[src/rtl/probe_drain_pkg.sv]
// Shared types and constants for the probe-buffer drain block.
// Latency: n/a (package). Backpressure: n/a.
// Contents: FSM state enum, status-word field layout, counter/sequence widths,
//           and a helper that packs the status word.
package probe_drain_pkg;

  localparam int SEQ_W     = 32;  // sequence tag width
  localparam int CNT_W     = 32;  // drop counter width

  // Status word layout: {drop_count, 15'b0, flushing, level}
  localparam int STATUS_W  = 64;
  localparam int LEVEL_LSB = 0;
  localparam int LEVEL_W   = 16;
  localparam int FLUSH_BIT = 16;
  localparam int DROP_LSB  = 32;
  localparam int DROP_W    = CNT_W;

  typedef enum logic [1:0] {
    RUN   = 2'd0,
    FLUSH = 2'd1,
    DONE  = 2'd2
  } drain_state_e;

  function automatic logic [STATUS_W-1:0] pack_status(
    input logic [CNT_W-1:0]   drops,
    input logic               flushing,
    input logic [LEVEL_W-1:0] level
  );
    logic [STATUS_W-1:0] w;
    w                        = '0;
    w[DROP_LSB +: DROP_W]    = drops;
    w[FLUSH_BIT]             = flushing;
    w[LEVEL_LSB +: LEVEL_W]  = level;
    return w;
  endfunction

endpackage

[src/rtl/probe_sync_fifo.sv]
// Single-clock FIFO with registered storage and a head-of-queue read port.
// Latency: a pushed word is visible on head the cycle after the push edge.
// Backpressure: push is ignored when full unless a pop happens in the same cycle.
// Ports: clock, reset (sync, active-high), push/push_data, pop, head,
//        full, empty, count (0..DEPTH).
module probe_sync_fifo #(
  parameter int WIDTH = 64,
  parameter int DEPTH = 16
) (
  input  logic                     clock,
  input  logic                     reset,
  input  logic                     push,
  input  logic [WIDTH-1:0]         push_data,
  input  logic                     pop,
  output logic [WIDTH-1:0]         head,
  output logic                     full,
  output logic                     empty,
  output logic [$clog2(DEPTH):0]   count
);

  localparam int AW = $clog2(DEPTH);
  localparam logic [AW:0] PTR_ONE = 1;

  logic [WIDTH-1:0] mem [DEPTH];
  logic [AW:0]      wr_ptr;
  logic [AW:0]      rd_ptr;
  logic             do_push;
  logic             do_pop;

  // Pointers carry one extra MSB: equal low bits with differing MSBs means
  // the write side has lapped the read side exactly once, i.e. full.
  assign empty   = (wr_ptr == rd_ptr);
  assign full    = (wr_ptr[AW] != rd_ptr[AW]) &&
                   (wr_ptr[AW-1:0] == rd_ptr[AW-1:0]);
  assign count   = wr_ptr - rd_ptr;

  assign do_pop  = pop && !empty;
  // A pop frees the head slot at the same edge, so a full FIFO can still
  // take a word; it lands in the slot being vacated.
  assign do_push = push && (!full || do_pop);

  // Storage is not reset, so the head is masked while empty to keep the
  // output at zero after reset and between bursts.
  assign head    = empty ? '0 : mem[rd_ptr[AW-1:0]];

  always_ff @(posedge clock) begin
    if (reset) begin
      wr_ptr <= '0;
      rd_ptr <= '0;
    end else begin
      if (do_push) wr_ptr <= wr_ptr + PTR_ONE;
      if (do_pop)  rd_ptr <= rd_ptr + PTR_ONE;
    end
  end

  always_ff @(posedge clock) begin
    if (do_push) mem[wr_ptr[AW-1:0]] <= push_data;
  end

endmodule

[src/rtl/probe_buffer_drain.sv]
// Buffers probe words from a write-strobe producer and drains them over valid/ready,
// with drop accounting and an end-of-test flush. Latency: 1 cycle write-to-head.
// Backpressure: out_ready stalls the head; writes into a full FIFO are dropped and counted.
//
// Ports:
//   clock, reset        single clock, synchronous active-high reset
//   write, wen          producer word and strobe (one word per strobe cycle)
//   done                end-of-test request, level-sensitive
//   out_valid/out_ready drain handshake; out_data/out_seq carry the head word and its tag
//   read                registered status {drop_count, 15'b0, flushing, level}
//   overflow            sticky, set on the first dropped write
//   drained             registered, high once the FSM has reached DONE
//
// Build option: define PROBE_DRAIN_SEQ_EN to tag each word with a 32-bit sequence
// number (out_seq); without it no tag storage exists and out_seq is zero.
module probe_buffer_drain
  import probe_drain_pkg::*;
#(
  parameter int DEPTH  = 16,
  parameter int DATA_W = 64
`ifdef PROBE_DRAIN_SEQ_EN
  ,
  // Starting value of the sequence counter after reset; lets a harness
  // begin numbering near the wrap point.
  parameter logic [SEQ_W-1:0] SEQ_INIT = '0
`endif
) (
  input  logic                clock,
  input  logic                reset,
  input  logic [DATA_W-1:0]   write,
  input  logic                wen,
  output logic [STATUS_W-1:0] read,
  input  logic                done,
  output logic                out_valid,
  input  logic                out_ready,
  output logic [DATA_W-1:0]   out_data,
  output logic [SEQ_W-1:0]    out_seq,
  output logic                overflow,
  output logic                drained
);

  localparam int CW = $clog2(DEPTH) + 1;
  localparam logic [CNT_W-1:0] CNT_ONE = 1;

`ifdef PROBE_DRAIN_SEQ_EN
  localparam int FW = DATA_W + SEQ_W;
`else
  localparam int FW = DATA_W;
`endif

  drain_state_e      state_q;
  drain_state_e      state_d;
  logic              enq;
  logic              deq;
  logic              drop;
  logic              fifo_full;
  logic              fifo_empty;
  logic [CW-1:0]     fifo_count;
  logic [FW-1:0]     fifo_in;
  logic [FW-1:0]     fifo_head;
  logic [CNT_W-1:0]  drop_count;

  // Draining is independent of the FSM: whatever is queued always leaves.
  assign out_valid = !fifo_empty;
  assign deq       = out_valid && out_ready;

  // Next state and write admission. Writes are admitted only while the
  // registered state is RUN, so the cycle in which done is first seen
  // still accepts its write.
  always_comb begin
    state_d = state_q;
    enq     = 1'b0;
    drop    = 1'b0;
    case (state_q)
      RUN: begin
        if (wen) begin
          if (!fifo_full || deq) enq  = 1'b1;
          else                   drop = 1'b1;
        end
        if (done) state_d = FLUSH;
      end
      FLUSH: begin
        if (fifo_empty && !enq) state_d = DONE;
      end
      DONE:    state_d = DONE;
      default: state_d = RUN;
    endcase
  end

  always_ff @(posedge clock) begin
    if (reset) begin
      state_q    <= RUN;
      drop_count <= '0;
      overflow   <= 1'b0;
      drained    <= 1'b0;
      read       <= '0;
    end else begin
      state_q <= state_d;
      if (drop) begin
        overflow <= 1'b1;
        if (drop_count != '1) drop_count <= drop_count + CNT_ONE;
      end
      drained <= (state_q == DONE);
      // Snapshot of this cycle's registers; visible one cycle later.
      read    <= pack_status(drop_count, state_q == FLUSH, LEVEL_W'(fifo_count));
    end
  end

`ifdef PROBE_DRAIN_SEQ_EN
  logic [SEQ_W-1:0] wr_seq;
  localparam logic [SEQ_W-1:0] SEQ_ONE = 1;

  always_ff @(posedge clock) begin
    if (reset)    wr_seq <= SEQ_INIT;
    else if (enq) wr_seq <= wr_seq + SEQ_ONE;
  end

  assign fifo_in  = {wr_seq, write};
  assign out_data = fifo_head[DATA_W-1:0];
  assign out_seq  = fifo_head[DATA_W +: SEQ_W];
`else
  assign fifo_in  = write;
  assign out_data = fifo_head;
  assign out_seq  = '0;
`endif

  probe_sync_fifo #(
    .WIDTH (FW),
    .DEPTH (DEPTH)
  ) u_fifo (
    .clock     (clock),
    .reset     (reset),
    .push      (enq),
    .push_data (fifo_in),
    .pop       (deq),
    .head      (fifo_head),
    .full      (fifo_full),
    .empty     (fifo_empty),
    .count     (fifo_count)
  );

endmodule

[config.mk]
export PLATFORM = sky130hd
export DESIGN_NAME = probe_buffer_drain
export DESIGN_NICKNAME = d
export VERILOG_FILES = /design/src/rtl/probe_drain_pkg.sv /design/src/rtl/probe_sync_fifo.sv /design/src/rtl/probe_buffer_drain.sv
export SDC_FILE = /design/constraint.sdc
export NUM_CORES = 1
export LEC_CHECK = 0
export CAP_MARGIN = 30
export CELL_PAD_IN_SITES_DETAIL_PLACEMENT = 1
export CELL_PAD_IN_SITES_GLOBAL_PLACEMENT = 1
export CORE_ASPECT_RATIO = 0.5
export CORE_UTILIZATION = 57
export CTS_CLUSTER_SIZE = 25
export DETAILED_ROUTE_END_ITERATION = 16
export MAX_ROUTING_LAYER = met4
export PLACE_DENSITY_LB_ADDON = 0.1
export SLEW_MARGIN = 15
export SYNTH_ARGS = -nofsm -noshare
export SYNTH_HDL_FRONTEND = slang
export SYNTH_SLANG_ARGS = --single-unit
[constraint.sdc]
create_clock -name clock -period 21 [get_ports clock]
set_clock_uncertainty 0.15 [all_clocks]
set_input_delay 3.15 -clock clock [delete_from_list [all_inputs] [get_ports clock]]
set_output_delay 3.15 -clock clock [all_outputs]
set_load 0.01 [all_outputs]
==> summary.md, run 1 <==
| Metric | Value |
|---|---|
| Outcome | `finished clean` |
| Clk root buf | `clkbuf_16` |
| Placed inst area | `45,700 µm²` |
| Commonest non-fill, non-tap cells in the layout | `1,024 x edfxtp_1, 320 x mux4_2, 172 x clkdlybuf4s50_1, 99 x clkbuf_16, 84 x dfxtp_1` |
| Setup crit start kind | `flip-flop` |
| Full die area | `76,100 µm²` |
| Ys flop type | `edfxtp_1` |
| Final Max Tran Viols | `0` |
| Total design power | `5.50 mW` |
| RR Endpoint | `u_fifo.mem[0][38]$_DFFE_PP_` |
| First-pass GRT wire length | `142,000 µm` |
| Crit-path cells | `buf_4, buf_4, buf_16, buf_4, mux4_2, mux4_2, and2_1, clkdlybuf4s50_1` |
| Detailed placer's ending HPWL | `52,000 µm` |
| Final WL | `97,500 µm` |
| Int Pwr | `4.09 mW` |
| CP max FO | `42` |
| Avg Synthesized Cell Area | `22.1 µm²` |
| Post-Layout Cell Count | `3,206` |
| Worst Setup EP | `out_data[48]` |
| Placed cells | `3,028` |
| Number of synthesized flops with an enable pin | `1,024` |
| Clock tree from TritonCTS | `done` |
| Post-synth cell types | `47` |
| Gr ovfl total | `0` |
| CP dominant cell by count | `buf_4` |
| 1st-pass router iterations | `5` |
| Relative slew margins | `33.9%` |
| Critical R2R Launch | `u_fifo.wr_ptr[2]$_SDFFE_PP0P_` |
| Worst path depth | `8` |
| Largest net degree at the start of global routing | `157` |
| Crit path DAT | `4730 ps` |
| Setup Viol. Count Final | `0` |
| Crit Path Class | `reg2out` |
| Worst path slowest cell | `buf_4` |
| Core area | `73,600 µm²` |
| Final #Nets | `2,240` |
| Max Clk Rate | `125 MHz` |
| Max Cap Viol | `0` |
| Setup TNS | `0 ps` |
| # H-tree levels | `3` |
| Layout cells sized above 1 | `23.9%` |
| PortBufs | `173` |
| Hold-fix buffer count after cts | `0` |
| CTS clk-pin slew, worst paths | `70 ps` |
| Max VDD drop | `0.0859 mV` |
| Detail Route Antenna Nets | `0` |
| Max stage delay on crit path | `740 ps` |
| Minimum clock period | `8030 ps` |
| DRC Markers | `0` |
| # IOs | `232` |
| Switching portion of total power | `25.7%` |
| Hold Violations, Final | `0` |
| Flop pwr share | `46.0%` |
| Yosys warning count | `0` |
| CTS buffer count | `94` |
| Initial core utilization | `58.1%` |
| Yosys reg bits | `1,112` |
| Die width | `389 µm` |
| WP buf/inv | `5` |
| Asr flop ratio synth | `0%` |
| Via density | `6.29` |
| Cell count after synthesis | `1,929` |
| Crit path required time | `17,700 ps` |
| Reg2Reg Depth | `7` |
| WL/cell | `30.4 µm` |
| Top-area cell type share of the netlist area | `72.0%` |
| Starting DRT DRC Count | `2,029` |
| Die height | `196 µm` |
| Via count | `20,200` |
| Setup Buffers After CTS | `0` |
| Worst-Skew Late Latency | `670 ps` |
| Crit path capture type | `output port` |
| Row count | `70` |
| Total clock sinks | `1,112` |
| Reg2reg setup slack | `16,140 ps` |
| Worst Max-Slew Pin Slew | `984 ps` |
| Share of total power in the clock network | `30.9%` |
| Final Instance Area | `48,800 µm²` |
| Area leader, netlist | `edfxtp_1` |
| Vias in the first global route | `21,100` |
| Antenna violations before repair | `2` |
| Synth-to-Final Area Change | `14.2%` |
| Synthesized area | `42,700 µm²` |
| GP Congestion | `0.782` |
| GR Util All Layers | `27.0%` |
| RSZ-0062 raised after global routing | `no` |
| Combinational fraction of design power | `23.1%` |
| Leak pwr | `15.0 nW` |
| Worst hold path class | `reg2reg` |
| Clock buffer depth | `3` |
| Net Sw Power | `1.41 mW` |
| Commonest non-fill, non-tap cell in the layout | `edfxtp_1` |
| Fillers | `5,809` |
| Top post-synthesis cells by area | `edfxtp_1 72%, mux4_2 17%, dfxtp_1 4.1%` |
| Period Utilization, post-route | `38.2%` |
| Pwr per Cell Area | `113 nW/µm²` |
| CTS resizes | `0` |
| Worst path top cell family by delay | `buffers and inverters` |
| Post-synthesis sequential area ratio | `76.1%` |
synthesized netlist by cell type (all sizes together) (3+ instances only):
| master | number |
|---|---|
| dfxtp | 88 |
| clkbuf | 52 |
| nor2 | 56 |
| o21ai | 11 |
| or4 | 7 |
| and2 | 67 |
| nand3 | 12 |
| nand4 | 16 |
| inv | 15 |
| or3 | 5 |
| a21oi | 11 |
| xor2 | 7 |
| nand2 | 21 |
| buf | 97 |
| nor3 | 15 |
| and4 | 6 |
| edfxtp | 1024 |
| mux2 | 13 |
| mux4 | 320 |
| and3 | 4 |
| nor2b | 32 |
| xnor2 | 10 |
| a31oi | 4 |
| mux2i | 3 |
| ha | 13 |
state kept, by name (all words and copies together), names as in the netlist, named ones only:
name and flops:
u_fifo.mem 1024, read 38, drop_count 32, u_fifo.rd_ptr 5
u_fifo.wr_ptr 5, state_q 2, drained 1, overflow 1
metrics by stage:
| step | hold WS [ps] | utilization, % | setup WS, ps |
|---|---|---|---|
| 2_1_floorplan | 303 | - | 12140 |
| 5_1_grt | 368 | 66.3 | 12670 |
| 3_5_place_dp | 340 | 62.2 | 12290 |
| 4_1_cts | 350 | 66.1 | 11560 |
| 6_report | 347 | 66.3 | 12970 |
| 3_3_place_gp | 299 | 61.8 | 12100 |
routing by layer:
metal / vias up / GRT usage, % / routed length, µm
met4: 0 / 7.17 / 2030
met3: 136 / 4.56 / 6310
li1: 8326 / - / -
met5: - / - / 0
met2: 801 / 42.2 / 48200
met1: 10900 / 37.7 / 40900
layout make-up:
cell class,count,area [µm²],area share (%)
repair buffers,224,2370,4.85
clock inverters,53,384,0.788
multi-input cells,710,9660,19.8
diodes,3,7.51,0.0154
flip-flops and latches,1112,32500,66.7
well taps,972,1220,2.49
inverters,15,56.3,0.115
clock buffers,117,2540,5.22
kinds of logic (layout without fill, tap and decap cells):
logic type	count (synthesis)	in the layout	share of synthesized area, %
DFF	1112	1112	76.1
muxes	336	336	17.3
and+or+nand+nor	250	250	3.29
buffers and inverters	164	409	2.04
AOI/OAI and AO/OA	35	35	0.480
xor gates and xnor gates	17	17	0.349
adders and majority gates	14	14	0.428
other	1	61	0.00878
power groups by stage:
stage                     combinational [mW]  clock (mW)  sequential [mW]
final                                   1.27        1.70             2.53
after global routing                    1.35        1.80             2.54
after CTS                               1.26        1.73             2.55
after detailed placement                1.25           0             2.60
after global placement                  1.21           0             2.60
after floorplan                        0.799           0             2.57
worst min path at each step:
stage,startpoint,endpoint,slack [ps],cells past startpoint
after floorplan,drop_count[31]$_SDFFE_PP0P_,read[63]$_SDFF_PP0_,300,2
after global placement,overflow$_SDFFE_PP0P_,overflow$_SDFFE_PP0P_,300,2
after detailed placement,drop_count[11]$_SDFFE_PP0P_,read[43]$_SDFF_PP0_,340,1
after CTS,drop_count[11]$_SDFFE_PP0P_,read[43]$_SDFF_PP0_,350,1
after global routing,drop_count[10]$_SDFFE_PP0P_,read[42]$_SDFF_PP0_,370,1
final,drop_count[11]$_SDFFE_PP0P_,read[43]$_SDFF_PP0_,350,1
(Power assumes the default switching activity.)
==> inputs of run 2 (changes only) <==
- CORE_UTILIZATION: 57 -> 53
- clock period: 21 -> 7.7 ns (I/O delays scaled with it)
==> run 2 against run 1 <==
Compared with the run above:
- hold slack got worse by 24 ps
- count of clock-buffer cells in the layout is 2 higher
- global-route usage decreased by 1.9 points
- setup slack got worse by 11000 ps
- critical path depth decreased by 3
- wire length grew 0.46%
- register-to-register slack worse by 13000 ps
- final cell count is 3.6% higher
- sequential share of layout area shrank 0.49 points
- critical path type unchanged
==> summary.md, run 2 (synthesis gave the netlist of run 1 again) <==
| Metric | Value |
|---|---|
| 1st-pass router iterations | `7 (+2)` |
| Pwr per Cell Area | `312 nW/µm² (+180%)` |
| Clock buffer depth | `3 (unchanged)` |
| Crit-path cells | `buf_4, mux4_2, mux4_2, and2_1, clkdlybuf4s50_1` |
| Final WL | `97,900 µm (+0.46%)` |
| Worst path slowest cell | `dfxtp_4` |
| Largest net degree at the start of global routing | `86 (-45%)` |
| Worst Max-Slew Pin Slew | `992 ps (+8.43 ps)` |
| Worst hold path class | `reg2reg` |
| Sequential cell area | `32,500 µm² (unchanged)` |
| Reg2reg setup slack | `3290 ps (-12,850 ps)` |
| Core area | `79,600 µm² (+8.1%)` |
| Total clock sinks | `1,112 (unchanged)` |
| Pre-CTS setup slack | `2850 ps (-9440 ps)` |
| Clk root buf | `clkbuf_16` |
| Layout cells sized above 1 | `24.9% (+0.94 points)` |
| Clock tree from TritonCTS | `done` |
| Max Clk Rate | `189 MHz` |
| Die width | `403 µm (+3.7%)` |
| Via count | `19,900 (-1.2%)` |
| WL/cell | `29.5 µm (-3.0%)` |
| Max Cap Viol | `0 (unchanged)` |
| Crit path required time | `6390 ps (-11,310 ps)` |
| Fillers | `6,495 (+12%)` |
| Area occupied by multi-input gates | `9660 µm² (unchanged)` |
| Max VDD drop | `0.223 mV (+160%)` |
| CTS resizes | `0 (unchanged)` |
| # H-tree levels | `3 (unchanged)` |
| # IOs | `232 (unchanged)` |
| GP Congestion | `0.765 (-2.2%)` |
| Combinational fraction of design power | `21.7% (-1.4 points)` |
| Via density | `6.00 (-4.6%)` |
| RSZ-0062 raised after global routing | `no` |
| Max reg flops | `1,024 (unchanged)` |
| DRC Markers | `0 (unchanged)` |
| Crit path capture type | `output port` |
| Starting DRT DRC Count | `1,951 (-3.8%)` |
| Hold Violations, Final | `0 (unchanged)` |
| Vias in the first global route | `20,900 (-0.79%)` |
| CTS buffer count | `95 (+1.1%)` |
| Initial core utilization | `53.7% (-4.4 points)` |
| Share of total power in the clock network | `33.0% (+2.1 points)` |
| Outcome | `finished clean` |
| Final #Nets | `2,240 (unchanged)` |
| Switching portion of total power | `25.3% (-0.42 points)` |
| Worst path top cell family by delay | `buffers and inverters` |
| Net Sw Power | `3.87 mW (+170%)` |
| Detailed placer's ending HPWL | `51,700 µm (-0.72%)` |
| Row count | `73 (+4.3%)` |
| Die height | `203 µm (+3.7%)` |
| Detail Route Antenna Nets | `0 (unchanged)` |
| Synth-to-Final Area Change | `15.0%` |
| Fin worst setup slack | `2400 ps (-10,570 ps)` |
| Setup TNS | `0 ps (unchanged)` |
| N_diodes | `0 (-3)` |
| Setup Buffers After CTS | `0 (unchanged)` |
| Full die area | `81,800 µm² (+7.5%)` |
| Hold-fix buffer count after cts | `0 (unchanged)` |
| Crit Path Class | `reg2out` |
| Antenna violations before repair | `0 (-2)` |
| WP buf/inv | `2 (-3)` |
| Int Pwr | `11.5 mW (+180%)` |
| Worst-Skew Late Latency | `670 ps (about the same)` |
| GR Util All Layers | `25.2% (-1.9 points)` |
| Gr ovfl total | `0 (unchanged)` |
| Crit path DAT | `4000 ps (-730 ps)` |
| CTS clk-pin slew, worst paths | `70 ps (about the same)` |
| PortBufs | `173 (unchanged)` |
| Commonest non-fill, non-tap cell in the layout | `edfxtp_1` |
| Commonest non-fill, non-tap cells in the layout | `1,024 x edfxtp_1, 320 x mux4_2, 172 x clkdlybuf4s50_1, 101 x clkbuf_16, 84 x dfxtp_1` |
| Max stage delay on crit path | `880 ps (+140 ps)` |
| Setup crit start kind | `flip-flop` |
| CP dominant cell by count | `mux4_2` |
| CP max FO | `38 (-9.5%)` |
| Minimum clock period | `5300 ps` |
| Setup Viol. Count Final | `0 (unchanged)` |
| Period Utilization, post-route | `68.9%` |
| Final Max Tran Viols | `0 (unchanged)` |
| Leak pwr | `15.1 nW (+0.80%)` |
| Flop pwr share | `45.3% (-0.7 points)` |
| Relative slew margins | `33.9% (about the same)` |
| First-pass GRT wire length | `142,000 µm (+0.17%)` |
## run 2: cell count changes in the layout (fill, tap and decap cells not counted), sizes merged, moves of 2 or more
| cell | before | now |
|---|---|---|
| clkbuf | 117 | 119 |
| clkinv | 44 | 33 |
| diode | 3 | 0 |
| bufinv | 5 | 14 |
| clkinvlp | 2 | 6 |
## run 2: cell type report
type | instances | area share [%]
clock inverters | 56 | 1.32
flip-flops and latches | 1112 | 66.2
repair buffers | 223 | 4.61
clock buffers | 119 | 5.30
multi-input cells | 710 | 19.7
inverters | 15 | 0.115
well taps | 1087 | 2.77
## run 2: worst min-delay path, stage by stage (launching register included)
cell	delay (ps)
dfxtp_1	320
nor2_1	40
nor2_1	70
## run 2: metrics by stage
step	hold WS, ps	utilization (%)	cell area [µm²]	total power, mW	std cells
6_report	323	61.7	49100	15.3	3322
4_1_cts	328	61.7	49100	15.5	3321
5_1_grt	362	61.7	49100	15.9	3322
3_5_place_dp	312	57.6	45800	10.5	3146
3_3_place_gp	304	57.5	45800	10.4	3143
2_1_floorplan	303	-	42900	9.19	1986
## run 2: worst paths after layout
kind | start | end | depth (start not counted)
max reg2reg | u_fifo.wr_ptr[3]$_SDFFE_PP0P_ | u_fifo.mem[14][21]$_DFFE_PP_ | 7
min | overflow$_SDFFE_PP0P_ | overflow$_SDFFE_PP0P_ | 2
min reg2reg | overflow$_SDFFE_PP0P_ | overflow$_SDFFE_PP0P_ | 2
max | flip-flop | out_data[55] | 5
## run 2: power groups by stage
stage / clock (mW) / combinational (mW) / sequential [mW]
after detailed placement: 0 / 3.39 / 7.09
after global placement: 0 / 3.37 / 7.08
after global routing: 5.35 / 3.55 / 6.98
after floorplan: 0 / 2.18 / 7.01
final: 5.06 / 3.33 / 6.95
after CTS: 5.15 / 3.41 / 6.96
## run 2: layer usage
metal	share of wire (%)	global-route usage [%]	routed length, µm
met5	0	-	0
met4	1.6	5.11	1530
met3	5.6	4.29	5460
met2	48	38.5	47500
met1	44	36.3	43500
